<file path="config.mk">
export PLATFORM = sky130hd
export DESIGN_NAME = obuf_tag_sequencer
export DESIGN_NICKNAME = d
export VERILOG_FILES = /design/src/rtl/obuf_tag_pkg.sv /design/src/rtl/obuf_tag_sequencer_ptr.sv /design/src/rtl/obuf_tag_sequencer.sv
export SDC_FILE = /design/constraint.sdc
export NUM_CORES = 1
export LEC_CHECK = 0
export BUFFER_PORTS_ARGS = -buffer_cell sky130_fd_sc_hd__buf_4
export CAP_MARGIN = 20
export CORE_MARGIN = 2
export CORE_UTILIZATION = 25
export DETAILED_ROUTE_END_ITERATION = 12
export GPL_ROUTABILITY_DRIVEN = 1
export PLACE_DENSITY_LB_ADDON = 0.25
export RECOVER_POWER = 50
export SKIP_LAST_GASP = 1
export SYNTH_ARGS = -nofsm -noshare
export SYNTH_HDL_FRONTEND = slang
export SYNTH_SLANG_ARGS = --single-unit
</file>
<file path="constraint.sdc">
create_clock -name clk -period 4.2 [get_ports clk]
set_input_delay 0.42 -clock clk [delete_from_list [all_inputs] [get_ports clk]]
set_output_delay 0.42 -clock clk [all_outputs]
set_load 0.02 [all_outputs]
</file>
<file path="src/rtl/obuf_tag_pkg.sv">
// Shared types and helpers for the OBUF tag sequencer: sequencer states and
// the wrapping tag-pointer increment.
package obuf_tag_pkg;

  typedef enum logic [1:0] {
    ST_IDLE  = 2'd0,
    ST_RUN   = 2'd1,
    ST_DRAIN = 2'd2
  } seq_state_e;

  localparam int unsigned PTR_MAX_W = 8;

  // num_tags is a power of two, so masking gives the modulo wrap
  function automatic logic [PTR_MAX_W-1:0] ptr_inc(input logic [PTR_MAX_W-1:0] ptr,
                                                    input int unsigned num_tags);
    logic [PTR_MAX_W-1:0] mask;
    mask = PTR_MAX_W'(num_tags - 1);
    return (ptr + PTR_MAX_W'(1)) & mask;
  endfunction

endpackage

</file>
<file path="src/rtl/obuf_tag_sequencer_ptr.sv">
// Wrapping round-robin tag pointer with synchronous clear and advance enable.
module tag_ptr_rr
  import obuf_tag_pkg::*;
#(
  parameter int unsigned NUM_TAGS = 2,
  parameter int unsigned TAG_W    = 1
) (
  input  logic             clk,
  input  logic             reset,
  input  logic             clear,
  input  logic             advance,
  output logic [TAG_W-1:0] ptr
);

  always_ff @(posedge clk or negedge reset) begin
    if (!reset) begin
      ptr <= '0;
    end else if (clear) begin
      ptr <= '0;
    end else if (advance) begin
      ptr <= TAG_W'(ptr_inc(PTR_MAX_W'(ptr), NUM_TAGS));
    end
  end

endmodule

</file>
<file path="src/rtl/obuf_tag_sequencer.sv">
// Initiator side of the OBUF double-buffer tag protocol: allocates tags round-robin,
// issues req/reuse/flush pulses, tracks stage pointers and signals layer completion.
module obuf_tag_sequencer
  import obuf_tag_pkg::*;
#(
  parameter int unsigned NUM_TAGS      = 2,
  parameter int unsigned TAG_W         = 1,
  parameter int unsigned STORE_ENABLED = 1
) (
  input  logic                clk,
  input  logic                reset,
  input  logic                start,
  output logic                layer_done,
  input  logic                block_req,
  output logic                block_ready,
  input  logic                block_reuse,
  input  logic                block_flush,
  input  logic                block_last,
  output logic                seq_error,
  output logic [NUM_TAGS-1:0] tag_req,
  output logic [NUM_TAGS-1:0] tag_reuse,
  output logic [NUM_TAGS-1:0] tag_flush,
  input  logic [NUM_TAGS-1:0] tag_ready,
  input  logic [NUM_TAGS-1:0] next_compute_tag,
  input  logic [NUM_TAGS-1:0] ldmem_tag_ready,
  input  logic                ldmem_tag_done,
  input  logic                stmem_tag_done,
  output logic [TAG_W-1:0]    ldmem_tag,
  output logic [TAG_W-1:0]    compute_tag,
  output logic [TAG_W-1:0]    stmem_tag,
  output logic                ldmem_ready,
  output logic                busy
);

  localparam int unsigned CNT_W = TAG_W + 1;

  seq_state_e          state_q, state_d;
  logic [TAG_W-1:0]    alloc_ptr, last_ptr;
  logic                have_tag;
  logic [NUM_TAGS-1:0] tag_ready_q, ready_rise;
  logic [CNT_W-1:0]    outstanding, outstanding_d;
  logic                in_run, in_idle, start_go;
  logic                req_go, reuse_go, flush_go, block_any, err_evt, cnt_err;
  int                  cnt_sum;

  assign in_run      = (state_q == ST_RUN);
  assign in_idle     = (state_q == ST_IDLE);
  assign start_go    = in_idle & start;
  assign block_ready = in_run & tag_ready[alloc_ptr];
  assign block_any   = block_req | block_reuse | block_flush | block_last;
  assign req_go      = block_req & block_ready;
  assign reuse_go    = in_run & block_reuse & have_tag & ~req_go;
  assign flush_go    = in_run & block_flush & have_tag;
  assign err_evt     = (~in_run & block_any)
                     | (in_run & block_reuse & (~have_tag | req_go))
                     | (in_run & block_flush & ~have_tag)
                     | cnt_err;

  assign ldmem_ready = ldmem_tag_ready[ldmem_tag];
  assign busy        = (outstanding != '0) | ~in_idle;
  assign ready_rise  = tag_ready & ~tag_ready_q;

  always_comb begin
    state_d    = state_q;
    layer_done = 1'b0;
    case (state_q)
      ST_IDLE:  if (start) state_d = ST_RUN;
      ST_RUN:   if (flush_go & block_last) state_d = ST_DRAIN;
      ST_DRAIN: begin
        if ((outstanding == '0) && (&tag_ready)) begin
          state_d    = ST_IDLE;
          layer_done = 1'b1;
        end
      end
      default:  state_d = ST_IDLE;
    endcase
  end

  // Each freed tag retires one outstanding block; out-of-range results saturate and flag an error
  always_comb begin
    cnt_sum       = int'(outstanding) + int'(req_go) - $countones(ready_rise);
    cnt_err       = 1'b0;
    outstanding_d = CNT_W'(cnt_sum);
    if (cnt_sum < 0) begin
      cnt_err       = 1'b1;
      outstanding_d = '0;
    end else if (cnt_sum > int'(NUM_TAGS)) begin
      cnt_err       = 1'b1;
      outstanding_d = CNT_W'(NUM_TAGS);
    end
  end

  // Tags are free coming out of reset, so the edge-detect copy starts all-ones
  always_ff @(posedge clk or negedge reset) begin
    if (!reset) begin
      state_q     <= ST_IDLE;
      last_ptr    <= '0;
      have_tag    <= 1'b0;
      outstanding <= '0;
      tag_ready_q <= '1;
      seq_error   <= 1'b0;
      tag_req     <= '0;
      tag_reuse   <= '0;
      tag_flush   <= '0;
    end else begin
      state_q     <= state_d;
      tag_ready_q <= tag_ready;
      outstanding <= outstanding_d;
      tag_req     <= req_go   ? (NUM_TAGS'(1) << alloc_ptr) : '0;
      tag_reuse   <= reuse_go ? (NUM_TAGS'(1) << last_ptr)  : '0;
      tag_flush   <= flush_go ? (NUM_TAGS'(1) << last_ptr)  : '0;
      if (start_go) begin
        last_ptr  <= '0;
        have_tag  <= 1'b0;
        seq_error <= 1'b0;
      end else begin
        seq_error <= seq_error | err_evt;
        if (req_go) begin
          last_ptr <= alloc_ptr;
          have_tag <= 1'b1;
        end
      end
    end
  end

  tag_ptr_rr #(.NUM_TAGS(NUM_TAGS), .TAG_W(TAG_W)) u_alloc_ptr (
    .clk(clk), .reset(reset), .clear(start_go), .advance(req_go), .ptr(alloc_ptr)
  );

  tag_ptr_rr #(.NUM_TAGS(NUM_TAGS), .TAG_W(TAG_W)) u_ldmem_ptr (
    .clk(clk), .reset(reset), .clear(start_go),
    .advance(ldmem_tag_done & ldmem_ready), .ptr(ldmem_tag)
  );

  tag_ptr_rr #(.NUM_TAGS(NUM_TAGS), .TAG_W(TAG_W)) u_compute_ptr (
    .clk(clk), .reset(reset), .clear(start_go),
    .advance(next_compute_tag[compute_tag]), .ptr(compute_tag)
  );

  // Without a store stage a tag is released by compute, so the store pointer simply follows it
  if (STORE_ENABLED != 0) begin : g_store
    tag_ptr_rr #(.NUM_TAGS(NUM_TAGS), .TAG_W(TAG_W)) u_stmem_ptr (
      .clk(clk), .reset(reset), .clear(start_go),
      .advance(stmem_tag_done), .ptr(stmem_tag)
    );
  end else begin : g_no_store
    assign stmem_tag = compute_tag;
  end

endmodule

</file>
==> results of run 1 <==
## worst register-to-register path, delay by kind of cell (launching register included)
kind,cells,cell delay [ps]
adder cells (fa/ha/maj),3,1140
flip-flops,1,520
AO/OA/AOI/OAI,2,390
AND/OR/NAND/NOR,2,130
buffers and inverters,2,130
## cell families (layout without fill, tap and decap cells)
group / after synthesis / in the layout / share of synthesized area (%)
flops: 19 / 19 / 51.62
compound gates: 11 / 11 / 7.703
fa+ha+maj: 6 / 6 / 9.730
buf+inv: 11 / 41 / 5.270
simple gates: 38 / 38 / 21.49
xor+xnor: 2 / 2 / 1.892
mux: 2 / 2 / 2.297
## worst max-delay path by stage
stage | start | endpoint | slack [ps] | cells after the start
2_1_floorplan | tag_ready[1] | seq_error$_DFF_PN0_ | 1950 | 9
3_3_place_gp | tag_ready[0] | seq_error$_DFF_PN0_ | 1760 | 10
3_5_place_dp | tag_ready[1] | seq_error$_DFF_PN0_ | 1600 | 10
4_1_cts | tag_ready_q[1]$_DFF_PN1_ | seq_error$_DFF_PN0_ | 1760 | 9
5_1_grt | tag_ready[1] | seq_error$_DFF_PN0_ | 1610 | 10
6_report | tag_ready_q[1]$_DFF_PN1_ | seq_error$_DFF_PN0_ | 1760 | 9
## flip-flops by register name (all words and copies together) (netlist names)
signal / flops
state_q: 2
tag_flush: 2
u_compute_ptr.ptr: 1
u_alloc_ptr.ptr: 1
u_ldmem_ptr.ptr: 1
tag_ready_q: 2
have_tag: 1
seq_error: 1
outstanding: 2
tag_reuse: 2
tag_req: 2
last_ptr: 1
g_store.u_stmem_ptr.ptr: 1
## area by class of cell
| type | instances | share of cell area [%] |
|---|---|---|
| well taps | 48 | 4.948 |
| flip-flops and latches | 19 | 39.38 |
| inverters | 9 | 2.784 |
| multi-input cells | 59 | 32.78 |
| repair buffers | 28 | 16.39 |
| clock buffers | 4 | 3.711 |
## through the flow
| stage | hold WS, ps | instance area (µm²) | utilization [%] | total power (W) | setup WS (ps) |
|---|---|---|---|---|---|
| final | 288.7 | 1214 | 33.66 | 0.0007546 | 1761 |
| after global routing | 287.6 | 1214 | 33.66 | 0.0008143 | 1607 |
| after CTS | 28.92 | 1226 | 34.00 | 0.0007678 | 1755 |
| after detailed placement | 311.0 | 1181 | 32.76 | 0.0006365 | 1598 |
| after global placement | 310.4 | 1181 | 32.76 | 0.0006230 | 1760 |
| after floorplan | 124.4 | 925.9 | - | 0.0005116 | 1950 |
## per-layer routing
| metal | GRT usage (%) | vias up | share of wire (%) |
|---|---|---|---|
| met3 | 2.778 | 6 | 6.3 |
| met1 | 11.87 | 332 | 43 |
| li1 | - | 350 | - |
| met2 | 18.17 | 28 | 47 |
| met5 | 0 | - | 0 |
| met4 | 7.181 | 0 | 4.1 |
## power breakdown
part	internal, W	switching [W]
Combinational	0.000151	0.000185
Clock	0.0000675	0.0000604
Sequential	0.000245	0.0000463
## placed cells by master, fill, tap and decap left out, types with 2 or more instances in the layout
cell type / count
ha_1: 4
nor2_1: 16
clkbuf_8: 3
dfstp_2: 2
and2b_2: 2
buf_4: 25
fa_1: 2
a21oi_1: 2
nand2_1: 7
nor2b_1: 2
and3b_1: 2
o21ai_0: 3
a31oi_1: 2
dfrtp_1: 17
inv_1: 9
clkbuf_1: 4
xnor2_1: 2
## synthesized netlist by cell type (2+ instances only)
cell type  count  area [µm²]
nand2_1        7       26.28
nor2b_1        2       12.51
and2b_2        2       17.52
ha_1           4       50.05
xnor2_1        2       17.52
dfrtp_1       17       425.4
o21ai_0        3       15.01
nor2_1        16       60.06
inv_1          9       33.78
a31oi_1        2       12.51
dfstp_2        2       52.55
fa_1           2       40.04
a21oi_1        2       10.01
==> flow_summary.json, run 1 <==
{
  "antenna_found_initial": 0,
  "cap_violations": 0,
  "final.min_clock_period_ps": 2439,
  "syn-num-nets": 110,
  "grt_overflow": 0,
  "final_nets": 141,
  "viasPerCell": 4.287,
  "tightest_slew_ps": 1029,
  "ys.warnings.count": 0,
  "wl_per_cell_um": 12.35,
  "criticalPathCategory": "reg -> reg",
  "hold_viol_final": 0,
  "first_global_vias": 744,
  "cts_made_buffers": 3,
  "end_kind": "register",
  "grt_max_degree": 20,
  "clock_latency_ps": 260,
  "layout.cells.non_filler": 167,
  "netlist_instances": 89,
  "firstDrtPassIters": 4,
  "grt_usage_pct": 10.78,
  "yosysSeqAreaShare_pct": 51.62,
  "finalClockSkew_ps": 3.689,
  "async_flop_share_pct": 100.0,
  "hp-start": "tag_ready[1]",
  "multi_input_area_um2": 397.9,
  "dp_hpwl_um": 1595,
  "drtIter0Drc": 15,
  "cts_hold_buf": 0,
  "cp_max_fo": 2,
  "worstPathRequired_ps": 4330,
  "r2r-end": "seq_error$_DFF_PN0_",
  "critPathSlowestCell": "dfstp_2",
  "post_cts_resized": 0,
  "gp_congestion": 0.7902,
  "finalCritPeriodShare_pct": 58.06,
  "die_x_um": 64.86,
  "dp.cells": 163,
  "die_area_um2": 4206,
  "io_buffers": 28,
  "cts_tree": "done",
  "path_buf_inv": 2,
  "synth-seq-cells": 19,
  "htree_levels": 1,
  "grt_pass1_wl_um": 3284,
  "seq_area_um2": 478.0,
  "wl_um": 2063,
  "die_height_um": 64.86,
  "pwr_density_cell_nw_per_um2": 621.8,
  "cts_buffer_depth": 2,
  "synth_area_um2": 925.9,
  "rows": 22,
  "rsz0062_at_grt": "false",
  "p_leak_nw": 0.5941,
  "cp_cell_sequence": "nor2b_1 -> fa_1 -> inv_1 -> ha_1 -> inv_1 -> fa_1 -> a31oi_1 -> a2111oi_0 -> nor2_1",
  "start_util_pct": 25.68,
  "synth_edf_count": 0,
  "ys.flop_type": "dfrtp_1",
  "drv_slew": 0,
  "hold_path.class": "in -> reg",
  "clkTransAtPathRegs_ps": 70,
  "start_kind": "register",
  "hold_path_end": "tag_ready_q[1]$_DFF_PN1_",
  "r2r-start": "tag_ready_q[1]$_DFF_PN1_",
  "ios": 29,
  "ant_nets": 0,
  "syn_to_final_growth_pct": 31.08,
  "vdd_drop_max_mv": 0.1391,
  "arrival_ps": 2570,
  "setup_viol": 0,
  "syn_avg_cell_area_um2": 10.40,
  "fmax_mhz": 410.1,
  "status": "complete, no violations",
  "vias": 716,
  "max_stage_delay_ps": 520,
  "min_delay_path_depth": 1,
  "path_delay_family": "adder cells",
  "fill_cells": 392,
  "antenna_cells": 0,
  "drive_above_1_share_pct": 30.25,
  "clockRootBuffer": "clkbuf_8",
  "ff2ff_setup_slack_ps": 1760,
  "ys_types": 32,
  "drc": 0,
  "clock-sinks": 19,
  "final.setup.tns_ps": 0,
  "reg2regPathDepth": 9,
  "coreArea_um2": 3606,
  "relSlewSlack_pct": 31.39,
  "post_cts_buffers": 0
}
(Power assumes the default switching activity.)
==> run 2: changes to the inputs <==
==> constraint.sdc (replaced) <==
create_clock -name clk -period 2.35 [get_ports clk]
set_input_delay 0.235 -clock clk [delete_from_list [all_inputs] [get_ports clk]]
set_output_delay 0.235 -clock clk [all_outputs]
set_load 0.02 [all_outputs]
==> flow_summary.json, run 2 (synthesis gave the netlist of run 1 again) <==
{
  "reg2regPathDepth": 9,
  "tightest_slew_ps": 1030,
  "setup_viol": 0,
  "ant_nets": 0,
  "hp-start": "tag_ready[1]",
  "antenna_found_initial": 0,
  "die_area_um2": 4206,
  "hold_path_end": "tag_ready_q[1]$_DFF_PN1_",
  "die_x_um": 64.86,
  "cap_violations": 0,
  "clkTransAtPathRegs_ps": 70,
  "clock_latency_ps": 250,
  "grt_max_degree": 20,
  "firstDrtPassIters": 2,
  "die_height_um": 64.86,
  "ios": 29,
  "first_global_vias": 776,
  "hold_path.class": "in -> reg",
  "wl_per_cell_um": 11.79,
  "cp_max_fo": 2,
  "criticalPathCategory": "reg -> reg",
  "worstPathRequired_ps": 2480,
  "finalClockSkew_ps": 1.845,
  "power_w": 0.001355,
  "r2r-end": "seq_error$_DFF_PN0_",
  "htree_levels": 1,
  "hold_viol_final": 0,
  "coreArea_um2": 3606,
  "drive_above_1_share_pct": 31.97,
  "clock-sinks": 19,
  "final.min_clock_period_ps": 2307,
  "p_leak_nw": 0.6094,
  "r2r-start": "tag_ready_q[1]$_DFF_PN1_",
  "grt_pass1_wl_um": 3381,
  "pwr_density_cell_nw_per_um2": 1088,
  "vdd_drop_max_mv": 0.2490,
  "post_cts_buffers": 0,
  "grt_usage_pct": 10.85,
  "cts_made_buffers": 3,
  "min_delay_path_depth": 1,
  "vias": 727,
  "drtIter0Drc": 7,
  "ff2ff_setup_slack_ps": 40,
  "drc": 0,
  "grt_overflow": 0,
  "clockRootBuffer": "clkbuf_8",
  "status": "complete, no violations",
  "layout.cells.non_filler": 170,
  "final_cell_mix": "buf_4 (27), dfrtp_1 (17), nor2_1 (16)",
  "dp_hpwl_um": 1572,
  "drv_slew": 0,
  "wl_um": 2005,
  "cts_tree": "done",
  "final.setup.tns_ps": 0,
  "relSlewSlack_pct": 31.32,
  "antenna_cells": 0,
  "viasPerCell": 4.276,
  "rsz0062_at_grt": "true",
  "cts_buffer_depth": 2,
  "final_nets": 144,
  "io_buffers": 28,
  "post-route-util_pct": 34.52,
  "final_common_cell": "buf_4",
  "end_kind": "register",
  "dp.cells": 165,
  "arrival_ps": 2440,
  "fmax_mhz": 433.4,
  "finalCritPeriodShare_pct": 98.19,
  "start_util_pct": 25.68,
  "syn_to_final_growth_pct": 34.46,
  "start_kind": "register",
  "fin_area_um2": 1245,
  "gp_congestion": 0.8145,
  "rows": 22,
  "place_area_um2": 1196
}
## run 2: cell count changes in the layout (fill, tap and decap cells not counted), sizes merged
cell         change
dlygate4sd3      +1
buf              +2
## run 2: how the worst max path moves through the flow
| stage | endpoint | cells past startpoint | from |
|---|---|---|---|
| after global routing | seq_error$_DFF_PN0_ | 9 | tag_ready_q[1]$_DFF_PN1_ |
| after floorplan | seq_error$_DFF_PN0_ | 10 | tag_ready_q[1]$_DFF_PN1_ |
| after global placement | seq_error$_DFF_PN0_ | 9 | tag_ready_q[1]$_DFF_PN1_ |
| after detailed placement | seq_error$_DFF_PN0_ | 9 | tag_ready_q[1]$_DFF_PN1_ |
| after CTS | seq_error$_DFF_PN0_ | 9 | tag_ready_q[1]$_DFF_PN1_ |
| final | seq_error$_DFF_PN0_ | 9 | tag_ready_q[1]$_DFF_PN1_ |
## run 2: area by class of cell
class | count | area (µm²)
timing repair buffer | 31 | 224.0
tap | 48 | 60.06
fill | 386 | 2361
clock buffer | 4 | 45.04
inverter | 9 | 33.78
multi-input combinational | 59 | 404.1
sequential | 19 | 478.0
## run 2: metrics by stage
| step | hold WS (ps) | worst slack [ps] |
|---|---|---|
| after CTS | 114.2 | -15.83 |
| final | 120.4 | 42.58 |
| after global placement | 121.8 | 70.09 |
| after detailed placement | 125.2 | -27.37 |
| after global routing | 102.1 | -130.5 |
| after floorplan | -60.59 | 113.3 |
## run 2: worst max-delay path, stage by stage (launching register included)
cell       delay [ps]
dfstp_2           520
nor2b_1            50
fa_1              440
inv_1              70
ha_1              170
inv_1              60
fa_1              500
a31oi_1            90
a2111oi_2         210
nor2_1             70
## run 2: what timing repair did
action	4_1_cts	5_1_grt
gates resized for setup	1	1
setup endpoints to repair	1	1
hold buffers	1	0
hold endpoints to repair	17	0
## run 2: power breakdown
group | internal, W | switching (W)
combinational | 0.000280 | 0.000329
sequential | 0.000438 | 0.0000869
clock | 0.000120 | 0.000100
total | 0.000838 | 0.000516
## run 2: per-layer routing
metal,up-vias,GRT usage (%),wire length (µm)
met5,-,0,0
met4,0,4.787,16
met3,2,2.951,136
met2,22,19.33,963
met1,349,11.97,888
li1,354,-,-
==> run 3: changes to the inputs <==
--- a/config.mk
+++ b/config.mk
@@ -8,11 +8,11 @@
 export BUFFER_PORTS_ARGS = -buffer_cell sky130_fd_sc_hd__buf_4
 export CAP_MARGIN = 20
 export CORE_MARGIN = 2
-export CORE_UTILIZATION = 25
+export CORE_UTILIZATION = 49
 export DETAILED_ROUTE_END_ITERATION = 12
 export GPL_ROUTABILITY_DRIVEN = 1
 export PLACE_DENSITY_LB_ADDON = 0.25
-export RECOVER_POWER = 50
+export RECOVER_POWER = 25
 export SKIP_LAST_GASP = 1
 export SYNTH_ARGS = -nofsm -noshare
 export SYNTH_HDL_FRONTEND = slang
==> flow_summary.json, run 3 (synthesis gave the netlist of run 1 again) <==
{
  "status": "complete, no violations",
  "final_common_cell": "buf_4",
  "io_buffers": 28,
  "max_stage_delay_ps": 540,
  "arrival_ps": 2510,
  "viasPerCell": 5.000,
  "r2r-start": "tag_ready_q[1]$_DFF_PN1_",
  "drc": 0,
  "tightest_slew_ps": 1011,
  "hold_path.class": "in -> reg",
  "dp.cells": 141,
  "cts_made_buffers": 3,
  "final_nets": 143,
  "clkTransAtPathRegs_ps": 110,
  "htree_levels": 1,
  "antenna_found_initial": 0,
  "p_leak_nw": 0.6033,
  "worst_path_most_repeated_cell": "inv_1",
  "vdd_drop_max_mv": 0.6379,
  "cap_violations": 0,
  "clockRootBuffer": "clkbuf_4",
  "fin_ws_ps": 22.61,
  "rsz0062_at_grt": "true",
  "clock-sinks": 19,
  "intPower_w": 0.0007853,
  "relSlewSlack_pct": 32.58,
  "fill_cells": 152,
  "r2r-end": "seq_error$_DFF_PN0_",
  "ios": 29,
  "start_util_pct": 53.05,
  "wl_per_cell_um": 12.53,
  "end_kind": "register",
  "cts_buffer_depth": 2,
  "syn_to_final_growth_pct": 29.73,
  "critPathSlowestCell": "dfstp_2",
  "grt_overflow": 0,
  "power_w": 0.001306,
  "drive_above_1_share_pct": 35.54,
  "path_delay_family": "adder cells",
  "ff2ff_setup_slack_ps": 20,
  "pwr_density_cell_nw_per_um2": 1087,
  "crit_start": "tag_ready_q[1]$_DFF_PN1_",
  "rows": 15,
  "clock_latency_ps": 300,
  "final.min_clock_period_ps": 2327,
  "fmax_mhz": 429.7,
  "finalClockSkew_ps": 5.165,
  "die_area_um2": 2253,
  "criticalPathCategory": "reg -> reg",
  "dp_hpwl_um": 1405,
  "drv_slew": 0,
  "firstDrtPassIters": 4,
  "hp-start": "tag_ready[1]",
  "die_height_um": 47.47,
  "die_x_um": 47.47,
  "p_seq_share_pct": 40.1,
  "post-place-ws_ps": -15.64,
  "grt_usage_pct": 18.74,
  "comb_power_share_pct": 47.0,
  "ant_nets": 0,
  "coreArea_um2": 1745,
  "reg2regPathDepth": 9,
  "path_buf_inv": 2,
  "cp_cell_sequence": "nor2b_2 -> fa_2 -> inv_1 -> ha_1 -> inv_1 -> fa_1 -> a31oi_1 -> a2111oi_2 -> nor2_1",
  "switchingPower_w": 0.0005205,
  "cp_max_fo": 2,
  "drtIter0Drc": 9,
  "hold_viol_final": 0,
  "clkPwrFrac_pct": 12.8,
  "gp_congestion": 0.7668,
  "grt_max_degree": 20,
  "wl_um": 1829,
  "layout.cells.non_filler": 146,
  "vias": 730,
  "first_global_vias": 701,
  "worstSetupEndpoint": "seq_error$_DFF_PN0_",
  "p_sw_share_pct": 39.86,
  "cts_tree": "done",
  "post-route-util_pct": 68.82,
  "worstPathRequired_ps": 2530,
  "start_kind": "register",
  "finalCritPeriodShare_pct": 99.04,
  "grt_pass1_wl_um": 2925,
  "setup_viol": 0,
  "antenna_cells": 0,
  "cp.depth": 9,
  "final_cell_mix": "buf_4 (27), dfrtp_1 (17), nor2_1 (16)"
}
[run 3: area by class of cell]
type                       count  area, µm²  area share (%)
sequential                    19      478.0           39.79
multi-input combinational     59      410.4           34.17
timing repair buffer          30      220.2           18.33
inverter                       9      33.78           2.813
tap                           25      31.28           2.604
clock buffer                   3      22.52           1.875
clock inverter                 1      5.005          0.4167
[run 3: worst min-delay path by stage]
| stage | end | cells past startpoint |
|---|---|---|
| 3_3_place_gp | state_q[0]$_DFFE_PN0P_ | 1 |
| 4_1_cts | tag_ready_q[0]$_DFF_PN1_ | 1 |
| 2_1_floorplan | g_store.u_stmem_ptr.ptr$_DFFE_PN0P_ | 0 |
| 3_5_place_dp | state_q[0]$_DFFE_PN0P_ | 1 |
| 6_report | tag_ready_q[1]$_DFF_PN1_ | 1 |
| 5_1_grt | tag_ready_q[1]$_DFF_PN1_ | 1 |
[run 3: per-stage QoR]
stage	TNS, ps	cell area (µm²)	hold WS, ps
2_1_floorplan	0	925.9	-60.59
3_3_place_gp	0	1160	119.5
3_5_place_dp	-15.64	1160	122.6
4_1_cts	-73.13	1197	55.10
5_1_grt	-85.27	1201	48.28
6_report	0	1201	61.45
[run 3: worst register-to-register path, stage by stage, from the launching register on]
cell and delay (ps):
dfstp_2 540, nor2b_2 40, fa_2 430, inv_1 70, ha_1 180, inv_1 60
fa_1 510, a31oi_1 100, a2111oi_2 210, nor2_1 70
[run 3: power groups by stage]
stage          combinational [W]  sequential (W)  clock (W)
2_1_floorplan           0.000334        0.000581          0
3_3_place_gp            0.000587        0.000524          0
3_5_place_dp            0.000603        0.000530          0
4_1_cts                 0.000611        0.000524   0.000171
5_1_grt                 0.000679        0.000543   0.000186
6_report                0.000614        0.000524   0.000168
[run 3: what timing repair did]
item | in CTS | in global routing
gates resized for setup | 0 | 4
endpoints found under the setup margin | 1 | 1
endpoints found under the hold margin | 17 | 0
hold buffers | 1 | 0
buffers inserted | 0 | 0
cloned | 0 | 0
[run 3: metal layers]
layer | wire length (µm) | global-route usage, %
met5 | 0 | 0
met4 | 27 | 6.667
met3 | 97 | 3.774
met2 | 897 | 31.35
met1 | 807 | 24.15
